`src/rtl/lfsr_seq_ctrl.sv`:
```
// lfsr_seq_ctrl: two-requester round-robin job controller for a shared LFSR.
// It latches a seed and step count per job, loads the LFSR, advances it for
// the requested number of steps, then returns the captured result to the owner.
// Optional feature macro: LFSR_SEQ_CTRL_MATCH_EN adds match_o, which flags a
// result equal to the job's seed and is used for period checks.
module lfsr_seq_ctrl #(
  parameter int W  = 8,
  parameter int CW = 8
) (
  input  logic            clk_i,
  input  logic            rst_i,
  input  logic [1:0]      req_i,
  input  logic [2*W-1:0]  seed_i,
  input  logic [2*CW-1:0] steps_i,
  output logic [1:0]      gnt_o,
  output logic [1:0]      done_o,
  output logic [W-1:0]    data_o,
  output logic            busy_o,
  output logic            lfsr_rst_o,
  output logic [W-1:0]    lfsr_val_o,
  output logic            lfsr_start_o,
`ifdef LFSR_SEQ_CTRL_MATCH_EN
  output logic            match_o,
`endif
  input  logic [W-1:0]    lfsr_result_i
);

  typedef enum logic [1:0] {IDLE, LOAD, RUN, DONE} state_t;

  state_t          state_q, state_d;
  logic [W-1:0]    seed_q, seed_d;
  logic [CW-1:0]   steps_q, steps_d;
  logic [CW-1:0]   cnt_q, cnt_d;
  logic            owner_q, owner_d;
  logic            last_q, last_d;
  logic [1:0]      gnt_q, gnt_d;
  logic [1:0]      done_q, done_d;
  logic [W-1:0]    data_q, data_d;
  logic            lrst_q, lrst_d;
  logic            arb_last;
  logic            win;
`ifdef LFSR_SEQ_CTRL_MATCH_EN
  logic            match_q, match_d;
`endif

  // Round-robin pick: on contention the side not served last wins; a lone
  // request wins outright. In DONE the finishing owner counts as last served
  // so that a back-to-back grant already sees the updated pointer.
  always_comb begin
    arb_last = (state_q == DONE) ? owner_q : last_q;
    if (req_i == 2'b11) win = ~arb_last;
    else                win = req_i[1];
  end

  // Next-state and datapath control.
  always_comb begin
    state_d = state_q;
    seed_d  = seed_q;
    steps_d = steps_q;
    cnt_d   = cnt_q;
    owner_d = owner_q;
    last_d  = last_q;
    gnt_d   = 2'b00;
    done_d  = 2'b00;
    data_d  = data_q;
`ifdef LFSR_SEQ_CTRL_MATCH_EN
    match_d = match_q;
`endif
    case (state_q)
      IDLE: begin
        if (|req_i) begin
          state_d      = LOAD;
          owner_d      = win;
          gnt_d[win]   = 1'b1;
          seed_d       = win ? seed_i[W +: W]    : seed_i[0 +: W];
          steps_d      = win ? steps_i[CW +: CW] : steps_i[0 +: CW];
        end
      end
      LOAD: begin
        cnt_d   = steps_q;
        state_d = (steps_q == '0) ? DONE : RUN;
      end
      RUN: begin
        cnt_d = cnt_q - CW'(1);
        if (cnt_q == CW'(1)) state_d = DONE;
      end
      DONE: begin
        done_d[owner_q] = 1'b1;
        data_d          = lfsr_result_i;
`ifdef LFSR_SEQ_CTRL_MATCH_EN
        match_d         = (lfsr_result_i == seed_q);
`endif
        last_d          = owner_q;
        if (|req_i) begin
          state_d    = LOAD;
          owner_d    = win;
          gnt_d[win] = 1'b1;
          seed_d     = win ? seed_i[W +: W]    : seed_i[0 +: W];
          steps_d    = win ? steps_i[CW +: CW] : steps_i[0 +: CW];
        end else begin
          state_d = IDLE;
        end
      end
      default: state_d = IDLE;
    endcase
    lrst_d = (state_d == LOAD);
  end

  // State and output registers; reset holds the LFSR in its own reset.
  always_ff @(posedge clk_i) begin
    if (!rst_i) begin
      state_q <= IDLE;
      seed_q  <= '0;
      steps_q <= '0;
      cnt_q   <= '0;
      owner_q <= 1'b0;
      last_q  <= 1'b1;
      gnt_q   <= 2'b00;
      done_q  <= 2'b00;
      data_q  <= '0;
      lrst_q  <= 1'b1;
`ifdef LFSR_SEQ_CTRL_MATCH_EN
      match_q <= 1'b0;
`endif
    end else begin
      state_q <= state_d;
      seed_q  <= seed_d;
      steps_q <= steps_d;
      cnt_q   <= cnt_d;
      owner_q <= owner_d;
      last_q  <= last_d;
      gnt_q   <= gnt_d;
      done_q  <= done_d;
      data_q  <= data_d;
      lrst_q  <= lrst_d;
`ifdef LFSR_SEQ_CTRL_MATCH_EN
      match_q <= match_d;
`endif
    end
  end

  assign gnt_o        = gnt_q;
  assign done_o       = done_q;
  assign data_o       = data_q;
  assign busy_o       = (state_q != IDLE);
  assign lfsr_rst_o   = lrst_q;
  assign lfsr_val_o   = seed_q;
  assign lfsr_start_o = (state_q == RUN);
`ifdef LFSR_SEQ_CTRL_MATCH_EN
  assign match_o      = match_q;
`endif

endmodule

```
`config.mk`:
```
export PLATFORM = sky130hd
export DESIGN_NAME = lfsr_seq_ctrl
export DESIGN_NICKNAME = d
export VERILOG_FILES = /design/src/rtl/lfsr_seq_ctrl.sv
export SDC_FILE = /design/constraint.sdc
export NUM_CORES = 1
export LEC_CHECK = 0
export BUFFER_PORTS_ARGS = -buffer_cell sky130_fd_sc_hd__buf_2
export CORE_MARGIN = 2
export CORE_UTILIZATION = 49
export CTS_BUF_LIST = sky130_fd_sc_hd__clkbuf_16
export CTS_CLUSTER_DIAMETER = 100
export DETAILED_ROUTE_END_ITERATION = 6
export PLACE_DENSITY_LB_ADDON = 0.15
export SLEW_MARGIN = 20
export SYNTH_ARGS = -nofsm -noshare
export SYNTH_HDL_FRONTEND = slang
export SYNTH_SLANG_ARGS = --single-unit
```
`constraint.sdc`:
```
create_clock -name clk_i -period 2.1 [get_ports clk_i]
set_input_delay 0.21 -clock clk_i [delete_from_list [all_inputs] [get_ports clk_i]]
set_output_delay 0.21 -clock clk_i [all_outputs]
set_load 0.02 [all_outputs]
```
# After elaboration in Yosys (flattened, before gate mapping)
# Index checks and enable logic that the tools add are counted.
# op_classes
n_addsub	1
n_lt_le_gt_ge	4
n_eq_ne	6
n_mux	14
bitwise	1
n_reduce_logical	11
# op_table
op	n
$mux 8	2
$pmux 8 s2	1
$eq 8x1->1 const B	1
$logic_not 8->1	1
$pmux 2 s4	1
$sub 8x1->8 const B	1
$eq 2x2->1 const B	3
$mux 1	6
$eq 2x1->1 const B	2
$lt 1x2->1 const B	2
$mux 2	2
$reduce_and 2->1	2
$reduce_bool 2->1	2
$reduce_or 2->1	2
$reduce_and 3->1	1
$demux 1 s1	2
$ge 1x1->1 const B	2
$logic_and 1x1->1	2
$logic_not 2->1	1
$not 1->1	1
# word_totals
regBits	41
inputBits	44
out_inout_bits	23
word_cells	47

# Logic depth before layout (Yosys ltp)
# depth
depth_word	8
mapped_depth	7
mapped_depth_nobuf	6

# Worst setup path after synthesis
# Ideal clock, no wire load.
# synth_timing
kind	register to register
startpoint	register state_q[0]
endpoint	register seed_q[0], in the netlist lfsr_val_o[0]
arrival_ps	1397
t_required_ps	1964
slack_ps	566
path_stages_with_launch	6
n_path_buf	1
cell_sequence	dfxtp_1 > inv_1 > ha_1 > nor2_1 > clkbuf_1 > a31oi_1
# synth_between
elab_chain_cells	5
elab_cells_between_ends	8
classes_between	1 x eq/ne; 3 x mux; 1 x bitwise; 3 x reduce/logical
# synth_rtl
item	line	rtl
start: declaration	30	state_t state_q, state_d;
start signal: assignment	126	state_q <= state_d;
$eq 2x2->1	50, 69	
$mux 1	--	
$not 1->1	51	if (req_i == 2'b11) win = ~arb_last;
$mux 1	51	
$mux 8	75, 98	
end signal: assignment	113	seed_q <= '0;
end signal: assignment	127	seed_q <= seed_d;
end: declaration	31	logic [W-1:0] seed_q, seed_d;
# Several ways; a longest one is shown, not always the timed one.
# A chain may end at the register's enable or synchronous reset.

# Final worst setup path
# layout_timing
startpoint	register state_q[0]
endpoint	register seed_q[7], in the netlist lfsr_val_o[7]
# Same word-level chain as after synthesis.

==> qor.txt <==
status -> complete, no violations
vias in the first global route -> 1590
synthesized flop and latch total -> 41
total power -> 3.61 mW
FILL cells -> 335
clock slew seen by the registers of the worst setup and hold paths -> 0.06 ns
sw frac -> 40.2%
highest-delay cell along the critical path -> dfxtp_1
Die Y -> 65.5 um
DRC -> 0
row count -> 22
CP max stage delay -> 0.38 ns
setup repair after global routing missed its margin -> no
worst hold stages -> 3
PD cells -> 1520 nW/um^2
post-CTS sizing -> 0
Max clock buf depth -> 2
R2R depth -> 5
crit path max fanout -> 16
hold_sp -> lfsr_result_i[1]
Buffers on Ports -> 66
async set-or-reset flop fraction in the synthesized netlist -> 0%
mapped cell area -> 1850 sq um
post-synthesis sequential area ratio -> 44.3%
Ys Warns -> 0
Max Slew Vio Count -> 0
fmax -> 612 MHz
syn_nets -> 269
met3 Usage GRT -> 6.34%
Crit path max-delay family -> compound AO/OA/AOI/OAI gates
area grow syn2layout -> 28.3%
first-pass GRT wire length -> 7220 um
Fin Clk Skew -> 0.00403 ns
GR Util met2 -> 31.3%
Overflow after GRT -> 0
internal cell power -> 2.16 mW
Area contributors post-synth -> dfxtp_1 (44%), nand2_1 (8.1%), mux2i_1 (5.9%)
Final Hold Fails -> 0
RePlAce Congestion -> 0.822
most used routing layer -> met2
fin nets -> 335
Critical Path, Cell by Cell -> ha_1 -> mux2i_2 -> o21a_2 -> nand2_1 -> a31oi_1
most frequent cells after synthesis -> dfxtp_1 (41), nand2_1 (40), nor2_1 (19), o21ai_0 (19), a31oi_1 (16)
die span in x -> 65.5 um
DRT antenna net count -> 0
syn_area_per_cell -> 8.51 sq um
GRT Resource Usage Total -> 21.9%
H-tree depth -> 2
Comb pwr share -> 45.4%
Cells after DPL -> 325
Reg2Reg Setup Slack -> 0.47 ns
Avg WL per Cell -> 12.5 um
Vias -> 1726
CP arrival -> 1.84 ns
largest net degree at the start of global routing -> 35
setup TNS -> 0 ns
postcts setup bufs -> 0
Tcrit/Tclk final -> 77.7%
Hold Slack -> 0.167 ns
Clk pwr share -> 20.2%
# setup viols final -> 0
Synth Instances -> 218
clock sink count -> 41
EDFF count, synth -> 0
full die area -> 4290 sq um
kind of critical path -> reg -> reg
Post-DP HPWL -> 2990 um
Reg-to-Reg End -> lfsr_val_o[7]
1st-iter DRT viols -> 168
initial antenna violation count -> 0
Crit Reg-Reg Startpoint -> state_q[0]
Finished Layout Cells -> 333
Hold WC Path Type -> in -> reg
max cap viols -> 0
starting density of the core -> 50.6%
Cell variety after synth -> 40
relative slew slack -> 68.5%
antenna diode count -> 0
Worst Path Required -> 2.30 ns
Worst-Skew Late Latency -> 0.28 ns
Avg Vias per Cell -> 5.18
most frequent cell after synthesis -> dfxtp_1
CTS Buf Count -> 5
sum of buffers and inverters on the critical path -> 0
Peak VDD IR -> 761 uV
ratio of cells with drive above 1 in the final layout -> 30.2%
Hold-fix buffers, CTS -> 0
root buffer cell -> clkbuf_16
fin util -> 65.0%
sequential share of power -> 34.4%
Worst Setup End Kind -> flip-flop
Synth top area share -> 44.3%
core area -> 3660 sq um
IO Count -> 67
drt total wl -> 4160 um
Primary FF master, synth -> dfxtp_1
Leakage -> 1.10 nW
actual slew at the worst max-slew pin -> 0.470 ns
minimum clock period after layout -> 1.63 ns
Hold Path Sink -> data_o[1]
TritonRoute pass-1 iters -> 5
sw power -> 1.45 mW
Worst setup SP type -> flip-flop
leading area contributor after synthesis -> dfxtp_1
CTS tree -> built
M1 GR Usage -> 30.5%
-- layer usage --
layer / up-vias / routed length, um / share of wire [%]
met2: 64 / 1760 / 42
met4: 0 / 85 / 2.0
li1: 897 / - / -
met5: - / 0 / 0
met1: 757 / 1990 / 48
met3: 8 / 319 / 7.7
-- power by group through the flow --
stage	clock, mW	sequential (mW)	combinational [mW]
6_report	0.729	1.24	1.64
5_1_grt	0.787	1.28	1.86
4_1_cts	0.746	1.24	1.65
3_5_place_dp	0	1.25	1.63
3_3_place_gp	0	1.25	1.62
2_1_floorplan	0	1.34	1.06
-- how the worst max path moves through the flow --
stage,start,end,slack [ns],cells after the start
floorplan,state_q[0],lfsr_val_o[0],0.57,5
global placement,state_q[0],lfsr_val_o[6],0.52,5
detailed placement,state_q[0],steps_q[7],0.48,5
CTS,state_q[0],lfsr_val_o[7],0.45,5
global route,state_q[0],steps_q[6],0.30,5
finish,state_q[0],lfsr_val_o[7],0.47,5
-- worst min-delay path: stages --
cell and delay [ns]:
buf_2 0.07, mux2i_1 0.05, nor2_1 0.07
-- area by class of cell --
type | count | area, sq um | area share [%]
Multi-Input combinational cell | 153 | 930 | 39.1
Sequential cell | 41 | 821 | 34.5
Timing Repair Buffer | 71 | 380 | 16.0
Clock buffer | 5 | 125 | 5.26
Tap cell | 48 | 60.1 | 2.52
Inverter | 12 | 45.0 | 1.89
Clock inverter | 3 | 17.5 | 0.736
-- metrics by stage --
step / setup slack [ns] / cell area, sq um
after floorplan: 0.566 / 1850
after global placement: 0.524 / 2240
after detailed placement: 0.485 / 2240
after CTS: 0.455 / 2380
after global routing: 0.303 / 2380
final: 0.467 / 2380
-- placed cells by master (no fill, tap or decap), types with 4 or more instances in the layout --
cell       instances
buf_2             66
ha_1               7
nand2_1           40
mux2i_1           11
o21ai_0           19
buf_4              4
clkbuf_16          5
inv_1             11
a31oi_1           16
dfxtp_1           41
nor2_1            18
a21oi_1            5
-- sequential cells by signal (all words and copies together) (netlist names) --
signal	cells
last_q	1
lfsr_rst_o	1
owner_q	1
cnt_q	8
state_q	2
gnt_o	2
lfsr_val_o	8
steps_q	8
done_o	2
data_o	8
-- logic make-up (layout without fill, tap and decap cells) --
family	Yosys count	in the layout	synth area share, %
mux	12	12	6.68
simple gates	74	74	17.5
buf+inv	24	91	5.74
compound gates	60	60	21.1
flops	41	41	44.3
fa+ha+maj	7	7	4.72
Note: power is estimated with default switching activity, not from simulation.
